File: src/rtl/vga_axil_slave.sv
// ---------------------------------------------------------------------------
// vga_axil_slave
//   AXI4-Lite register slave for the VGA block. Exposes REG_NUM read/write
//   control words followed by one read-only STATUS word. Accesses are
//   word-addressed (addr[1:0] ignored).
//
//   Word map (index = addr[ADDR_W-1:2]):
//     0 .. REG_NUM-1 : RW registers, mirrored on regs_o
//     REG_NUM        : STATUS (reads status_i, writes -> SLVERR)
//     others         : unmapped (reads 0 / SLVERR, writes -> SLVERR)
//
//   Ports:
//     clk, rst                      single clock, synchronous active-high reset
//     awaddr/awvalid/awready        write-address channel
//     wdata/wstrb/wvalid/wready     write-data channel
//     bresp/bvalid/bready           write-response channel
//     araddr/arvalid/arready        read-address channel
//     rdata/rresp/rvalid/rready     read-data channel
//     regs_o                        RW register i at [i*DATA_W +: DATA_W]
//     status_i                      read-only STATUS word
//
//   Build option:
//     VGA_AXIL_WSTRB_EN  when defined, writes honour wstrb byte lanes;
//                        otherwise every OKAY write replaces the full word.
// ---------------------------------------------------------------------------
module vga_axil_slave #(
  parameter int ADDR_W  = 8,
  parameter int DATA_W  = 32,
  parameter int REG_NUM = 4
) (
  input  logic                      clk,
  input  logic                      rst,
  input  logic [ADDR_W-1:0]         awaddr,
  input  logic                      awvalid,
  output logic                      awready,
  input  logic [DATA_W-1:0]         wdata,
  input  logic [DATA_W/8-1:0]       wstrb,
  input  logic                      wvalid,
  output logic                      wready,
  output logic [1:0]                bresp,
  output logic                      bvalid,
  input  logic                      bready,
  input  logic [ADDR_W-1:0]         araddr,
  input  logic                      arvalid,
  output logic                      arready,
  output logic [DATA_W-1:0]         rdata,
  output logic [1:0]                rresp,
  output logic                      rvalid,
  input  logic                      rready,
  output logic [REG_NUM*DATA_W-1:0] regs_o,
  input  logic [DATA_W-1:0]         status_i
);

  localparam int IDX_W  = ADDR_W - 2;
  localparam int STRB_W = DATA_W / 8;

  localparam logic [1:0]       RESP_OKAY   = 2'b00;
  localparam logic [1:0]       RESP_SLVERR = 2'b10;
  localparam logic [IDX_W-1:0] STATUS_IDX  = IDX_W'(REG_NUM);

  typedef enum logic {W_IDLE, W_RESP} w_state_t;
  typedef enum logic {R_IDLE, R_DATA} r_state_t;

  // Register file
  logic [DATA_W-1:0] r_regs [REG_NUM];

  // Write channel state
  w_state_t          r_wstate;
  logic              r_awready;
  logic              r_wready;
  logic              r_aw_got;
  logic              r_w_got;
  logic              r_bvalid;
  logic [1:0]        r_bresp;
  logic [IDX_W-1:0]  r_awidx;
  logic [DATA_W-1:0] r_wdata;

  // Read channel state
  r_state_t          r_rstate;
  logic              r_arready;
  logic              r_rvalid;
  logic [1:0]        r_rresp;
  logic [DATA_W-1:0] r_rdata;

  logic [IDX_W-1:0]  w_ridx;
  logic [DATA_W-1:0] w_rd_word;
  logic [1:0]        w_rd_resp;
  logic              w_wr_ok;
  logic              w_unused_lsb;

  assign w_unused_lsb = ^{awaddr[1:0], araddr[1:0]};

`ifdef VGA_AXIL_WSTRB_EN
  logic [STRB_W-1:0] r_wstrb;

  // Byte-lane merge: only lanes whose strobe is set take the new data.
  function automatic logic [DATA_W-1:0] f_merge(
    input logic [DATA_W-1:0] old_word,
    input logic [DATA_W-1:0] new_word,
    input logic [STRB_W-1:0] strb
  );
    logic [DATA_W-1:0] res;
    res = old_word;
    for (int b = 0; b < STRB_W; b++) begin
      if (strb[b]) res[b*8 +: 8] = new_word[b*8 +: 8];
    end
    return res;
  endfunction
`else
  logic w_unused_wstrb;
  assign w_unused_wstrb = ^wstrb;
`endif

  // Only RW indices are writable; STATUS and unmapped words answer SLVERR.
  assign w_wr_ok = (r_awidx < STATUS_IDX);

  // ---- write path: payload capture (no reset, gated by ready) ----
  always_ff @(posedge clk) begin
    if (awvalid && r_awready) r_awidx <= awaddr[ADDR_W-1:2];
    if (wvalid && r_wready) begin
      r_wdata <= wdata;
`ifdef VGA_AXIL_WSTRB_EN
      r_wstrb <= wstrb;
`endif
    end
  end

  // ---- write FSM: accept AW/W independently, commit, then respond ----
  always_ff @(posedge clk) begin
    if (rst) begin
      r_wstate  <= W_IDLE;
      r_awready <= 1'b0;
      r_wready  <= 1'b0;
      r_aw_got  <= 1'b0;
      r_w_got   <= 1'b0;
      r_bvalid  <= 1'b0;
      r_bresp   <= RESP_OKAY;
      for (int i = 0; i < REG_NUM; i++) r_regs[i] <= '0;
    end else begin
      case (r_wstate)
        W_IDLE: begin
          if (r_aw_got && r_w_got) begin
            if (w_wr_ok) begin
              for (int i = 0; i < REG_NUM; i++) begin
                if (r_awidx == IDX_W'(i)) begin
`ifdef VGA_AXIL_WSTRB_EN
                  r_regs[i] <= f_merge(r_regs[i], r_wdata, r_wstrb);
`else
                  r_regs[i] <= r_wdata;
`endif
                end
              end
            end
            r_bresp  <= w_wr_ok ? RESP_OKAY : RESP_SLVERR;
            r_bvalid <= 1'b1;
            r_aw_got <= 1'b0;
            r_w_got  <= 1'b0;
            r_wstate <= W_RESP;
          end else begin
            // Each ready stays high until its own beat lands, then drops
            // until the response has been taken.
            if (!r_aw_got) begin
              if (awvalid && r_awready) begin
                r_aw_got  <= 1'b1;
                r_awready <= 1'b0;
              end else begin
                r_awready <= 1'b1;
              end
            end
            if (!r_w_got) begin
              if (wvalid && r_wready) begin
                r_w_got  <= 1'b1;
                r_wready <= 1'b0;
              end else begin
                r_wready <= 1'b1;
              end
            end
          end
        end
        W_RESP: begin
          if (bready) begin
            r_bvalid  <= 1'b0;
            r_awready <= 1'b1;
            r_wready  <= 1'b1;
            r_wstate  <= W_IDLE;
          end
        end
        default: r_wstate <= W_IDLE;
      endcase
    end
  end

  // ---- read path: address decode ----
  assign w_ridx = araddr[ADDR_W-1:2];

  always_comb begin
    w_rd_word = '0;
    w_rd_resp = RESP_SLVERR;
    for (int i = 0; i < REG_NUM; i++) begin
      if (w_ridx == IDX_W'(i)) begin
        w_rd_word = r_regs[i];
        w_rd_resp = RESP_OKAY;
      end
    end
    if (w_ridx == STATUS_IDX) begin
      w_rd_word = status_i;
      w_rd_resp = RESP_OKAY;
    end
  end

  // ---- read FSM: register the word at AR acceptance, hold until taken ----
  // Sampling r_regs here sees the pre-commit value when a write lands on
  // the same edge, so a colliding read returns the old contents.
  always_ff @(posedge clk) begin
    if (rst) begin
      r_rstate  <= R_IDLE;
      r_arready <= 1'b0;
      r_rvalid  <= 1'b0;
      r_rresp   <= RESP_OKAY;
      r_rdata   <= '0;
    end else begin
      case (r_rstate)
        R_IDLE: begin
          if (arvalid && r_arready) begin
            r_rdata   <= w_rd_word;
            r_rresp   <= w_rd_resp;
            r_rvalid  <= 1'b1;
            r_arready <= 1'b0;
            r_rstate  <= R_DATA;
          end else begin
            r_arready <= 1'b1;
          end
        end
        R_DATA: begin
          if (rready) begin
            r_rvalid  <= 1'b0;
            r_arready <= 1'b1;
            r_rstate  <= R_IDLE;
          end
        end
        default: r_rstate <= R_IDLE;
      endcase
    end
  end

  // ---- outputs ----
  assign awready = r_awready;
  assign wready  = r_wready;
  assign bvalid  = r_bvalid;
  assign bresp   = r_bresp;
  assign arready = r_arready;
  assign rvalid  = r_rvalid;
  assign rresp   = r_rresp;
  assign rdata   = r_rdata;

  for (genvar g = 0; g < REG_NUM; g++) begin : g_regs_o
    assign regs_o[g*DATA_W +: DATA_W] = r_regs[g];
  end

endmodule

File: config.mk
export PLATFORM = sky130hd
export DESIGN_NAME = vga_axil_slave
export DESIGN_NICKNAME = d
export VERILOG_FILES = /design/src/rtl/vga_axil_slave.sv
export SDC_FILE = /design/constraint.sdc
export NUM_CORES = 1
export LEC_CHECK = 0
export BUFFER_PORTS_ARGS = -buffer_cell sky130_fd_sc_hd__buf_4
export CORE_AREA = 2 2 175 177
export DETAILED_ROUTE_END_ITERATION = 12
export DIE_AREA = 0 0 177 179
export GPL_TIMING_DRIVEN = 0
export PLACE_DENSITY = 0.5
export SYNTH_ARGS = -nofsm -noshare
export SYNTH_HDL_FRONTEND = slang
export SYNTH_SLANG_ARGS = --single-unit
File: constraint.sdc
create_clock -name clk -period 2.9 [get_ports clk]
set_input_delay 0.58 -clock clk [delete_from_list [all_inputs] [get_ports clk]]
set_output_delay 0.58 -clock clk [all_outputs]
set_load 0.01 [all_outputs]
Word-level counts from Yosys, hierarchy flattened
Memories as Yosys holds them, arrays and structs flattened.
Cells that the tools add are included.
- logic and storage cells: 119
- flip-flop bits (word level): 83
- output and inout bits: 169
- memory bits (writable): 128
- input bits: 91
- memories kept: 1
- memories (name ; words ; width ; rd ports ; clocked after Yosys merged registers in ; wr ports ; RTL line ; RTL):
    r_regs ; 4 ; 32 ; 4 ; 0 ; 4 ; 65 ; logic [DATA_W-1:0] r_regs [REG_NUM];
- $lt $le $gt $ge: 1
- equal/unequal tests: 14
- reduce and logical (&&, ||, !) cells: 12
- mux-type cells: 71
- bitwise logic cells: 6
- operators with widths (kind ; count):
    $mux W32 ; 9
    $mux W1 ; 49
    $eq A6 B2 Y1 const B ; 4
    $ne A2 B2 Y1 const B ; 7
    $pmux W1 S2 ; 7
    $eq A6 B1 Y1 const B ; 2
    $logic_not A6 Y1 ; 2
    $mux W2 ; 6
    $reduce_and A2 Y1 ; 4
    $eq A6 B3 Y1 const B ; 1
    $lt A6 B3 Y1 const B ; 1
    $reduce_and A3 Y1 ; 2
    $logic_and A1 B1 Y1 ; 4
    $or A1 B1 Y1 ; 4
    $not A1 Y1 ; 2

Logic depth before layout (Yosys ltp)
- word-level depth: 8
- mapped depth: 7
- mapped depth without buffers: 4

Worst setup path before layout
Ideal clock, no wire load.
- path kind: register to register
- start: register r_awidx[5]
- end: memory r_regs[1][0] (enable)
- stages on the path, launching flop included: 5
- arrival time: 2.031 ns
- required time: 2.506 ns
- setup time: 0.394 ns
- clock period less this slack: 2.425 ns
- path buffers: 0
- slack: 0.475 ns
- path through: edfxtp_1 or4_1 nor2_1 nand3b_1 nand2b_1
- RTL lines (element ; RTL line ; RTL):
    start, declared ; 75 ; logic [IDX_W-1:0] r_awidx;
    start signal, assigned ; 119 ; if (awvalid && r_awready) r_awidx <= awaddr[ADDR_W-1:2];
    end, declared ; 65 ;

==> run metrics <==
Crit-path slowest cell=or4_1; Post-Synth XOR/XNOR Area=0; RSZ-0062 raised after global routing=no; commonest non-fill, non-tap cell in the layout=buf_4; CTS max path bufs=3; DP Worst Slack=209 ps; Simple-Gate Fraction of Synth Area=0.134; WP data arrival=2870 ps; FF-to-FF path depth=5; hold_sp=wdata[21]; main combinational cell family by area after synthesis=simple AND/OR/NAND/NOR gates; M1 GR Usage=0.240; Num CTS Buffers=25; CP cell instances=or4_1 -> nor2_1 -> nand3_1 -> nand2b_2 -> buf_12; die area=0.0317 sq mm; Hold Path Class=input pin to register; end of the worst register-to-register path=r_regs[3][27]; Hold Path Depth=1; Worst Tran Pin Value=930 ps; GR Util met3=0.0413; Post-CTS Resized=0; mux contribution to synthesized area=0.0780; gr busiest metal=met2; Psw=1.76 mW; crit share post-route=0.913; Fmax=0.378 GHz; cells after synthesis=700; commonest non-fill, non-tap cells in the layout=buf_4 (248), nor2_1 (171), edfxtp_1 (166); Filler cells=2961; drt total wl=29900 microns; number of global-route vias before repair=6723; Cell Pwr Density=603 mW/mm^2; routed length per instance=21.5 microns; layout cells sized above 1=0.393; critical path fanouts, max=22; root buffer cell=clkbuf_16; sequential share of power=0.470; final setup margin=252 ps; port buffer count=246; first-pass GRT wire length=42900 microns; clock power share=0.429; Final setup violation count=0; site row count=64; CTS tree=yes; CP bufs+invs=1; Internal=5.56 mW; grt met2 use=0.314; Layout Skew=25.9 ps; Seq/Total Area, Yosys=0.659; area growth from synthesis to layout=36.9%; post-synthesis compound-gate area fraction=0.0962; Detail Route Antenna Nets=0; outcome=finished, final reports clean; slew margin rel.=0.380; adder-cell area share of the yosys netlist=0; Peak VDD IR=0.431 mV; flop2flop setup slack=250 ps; Layout Nets=1069; starting DRC count in detailed routing=383; clock latency at the later pin of the worst-skew pair=530 ps; reg2reg start=r_awidx[5]; dpl cells=1347; Residual DRC=0; largest net degree at the start of global routing=33; CP Launch Type=register; GRT Total Usage=0.186; CP peak stage delay=530 ps; max-cap check violation count=0; Unique masters post-synth=29; #FFs+latches synth=209; Mapped Area=0.00887 sq mm; crit path time final=2650 ps; Layout Cells excl Fill=1393; drt pass-1 iters=5; Lkg Pwr=4.73 nW; RD Place Congestion=0.744; Die Wd=177 microns; initial antenna violation count=0; Vias=6584; vias per std cell=4.73; Placeable Area=0.0300 sq mm; Pins Over Slew Limit=0; Crit Path Class=register to register; Die Height=179 microns; total setup buffers inserted after CTS=0; Hold-fix buffers, CTS=0; delay-heaviest family, CP=simple AND/OR/NAND/NOR gates; Hold Crit Endpoint=r_wdata[21]; Gate power share=0.101; required time of the critical path=3120 ps; Tot Pwr=7.32 mW; clk sinks=209; Worst-path clk slew=60 ps; n_diodes=0; grt ovf=0; IO Pins=260; CP endpoint kind=register; Initial Util=0.295; Ys Warns=0; post-DP HPWL=21100 microns; final hold vios=0; htree depth=1; synthesized area per cell=12.7 sq um; sw frac=0.240
## power by group through the flow
stage	registers, mW	logic, mW	clock network [mW]
floorplan	3.54	0.303	0
global placement	3.51	0.733	0
detailed placement	3.50	0.754	0
CTS	3.44	0.757	3.20
global route	3.45	0.806	3.33
finish	3.44	0.741	3.14
## metal layers
metal,vias up,wire [microns],part of all wire
li1,3095,-,-
met1,3218,12700,0.42
met2,229,14400,0.48
met3,42,2000,0.067
met4,0,805,0.027
met5,-,0,0
## sequential cells by signal (all words and copies together), names as in the netlist, 6 cells and up
register and flops:
r_awidx 6, rdata 32, r_wdata 32, r_regs 128
## final cells by class
cell class | instances | area, sq um | area share
tap | 396 | 495 | 0.0408
timing repair buffer | 250 | 1940 | 0.160
multi-input combinational | 434 | 2750 | 0.226
clock inverter | 13 | 125 | 0.0103
inverter | 3 | 11.3 | 0.000928
sequential | 209 | 5850 | 0.482
clock buffer | 33 | 696 | 0.0573
buffer | 55 | 277 | 0.0228
## synth_stat cells
| cell | n | area share |
|---|---|---|
| edfxtp_1 | 166 | 0.56 |
| a211oi_1 | 33 | 0.028 |
| nor3_1 | 30 | 0.017 |
| or4_4 | 1 | 0.0013 |
| a21oi_1 | 36 | 0.020 |
| clkbuf_1 | 28 | 0.012 |
| nand2_1 | 7 | 0.0030 |
| dfxtp_1 | 43 | 0.097 |
| a211o_1 | 1 | 0.00099 |
| nand2b_1 | 39 | 0.028 |
| and3b_1 | 1 | 0.00099 |
| o21a_1 | 3 | 0.0025 |
| nand3_1 | 2 | 0.0011 |
| or3_1 | 1 | 0.00071 |
| nand3b_1 | 4 | 0.0034 |
| buf_6 | 5 | 0.0063 |
| buf_4 | 2 | 0.0017 |
| mux2_2 | 31 | 0.039 |
| a211oi_2 | 30 | 0.042 |
| inv_1 | 3 | 0.0013 |
| mux2i_1 | 32 | 0.036 |
| conb_1 | 1 | 0.00042 |
| or4_1 | 1 | 0.00085 |
| a311oi_1 | 1 | 0.00099 |
| mux4_2 | 1 | 0.0025 |
| buf_2 | 20 | 0.011 |
| nor2_1 | 171 | 0.072 |
| o21ai_0 | 2 | 0.0011 |
| nor3_2 | 5 | 0.0056 |
## stage by stage
step | utilization | instance area (sq um) | hold WS, ps | TNS, ps
floorplan | - | 8870 | 443 | 0
global placement | 0.373 | 11200 | 451 | -81490
detailed placement | 0.377 | 11300 | 469 | 0
CTS | 0.404 | 12100 | 197 | 0
global route | 0.404 | 12100 | 205 | 0
finish | 0.404 | 12100 | 221 | 0
## cells by family (layout without fill, tap and decap cells)
group                  count (synthesis)  count (layout)
AOI/OAI and AO/OA                    106             106
DFF                                  209             209
other                                  1               2
muxes                                 64              64
and+or+nand+nor                      262             262
buffers and inverters                 58             354
## how the worst max path moves through the flow
stage | slack, ps | cells past startpoint | end | startpoint
after floorplan | 470 | 4 | r_regs[1][0] | r_awidx[5]
after global placement | -770 | 4 | r_regs[3][18] | r_awidx[5]
after detailed placement | 210 | 5 | r_regs[3][18] | r_awidx[5]
after CTS | 200 | 5 | r_regs[3][27] | r_awidx[5]
after global routing | 110 | 5 | r_regs[3][27] | r_awidx[5]
final | 250 | 5 | r_regs[3][27] | r_awidx[5]
Power figures use the tool's default switching activity.
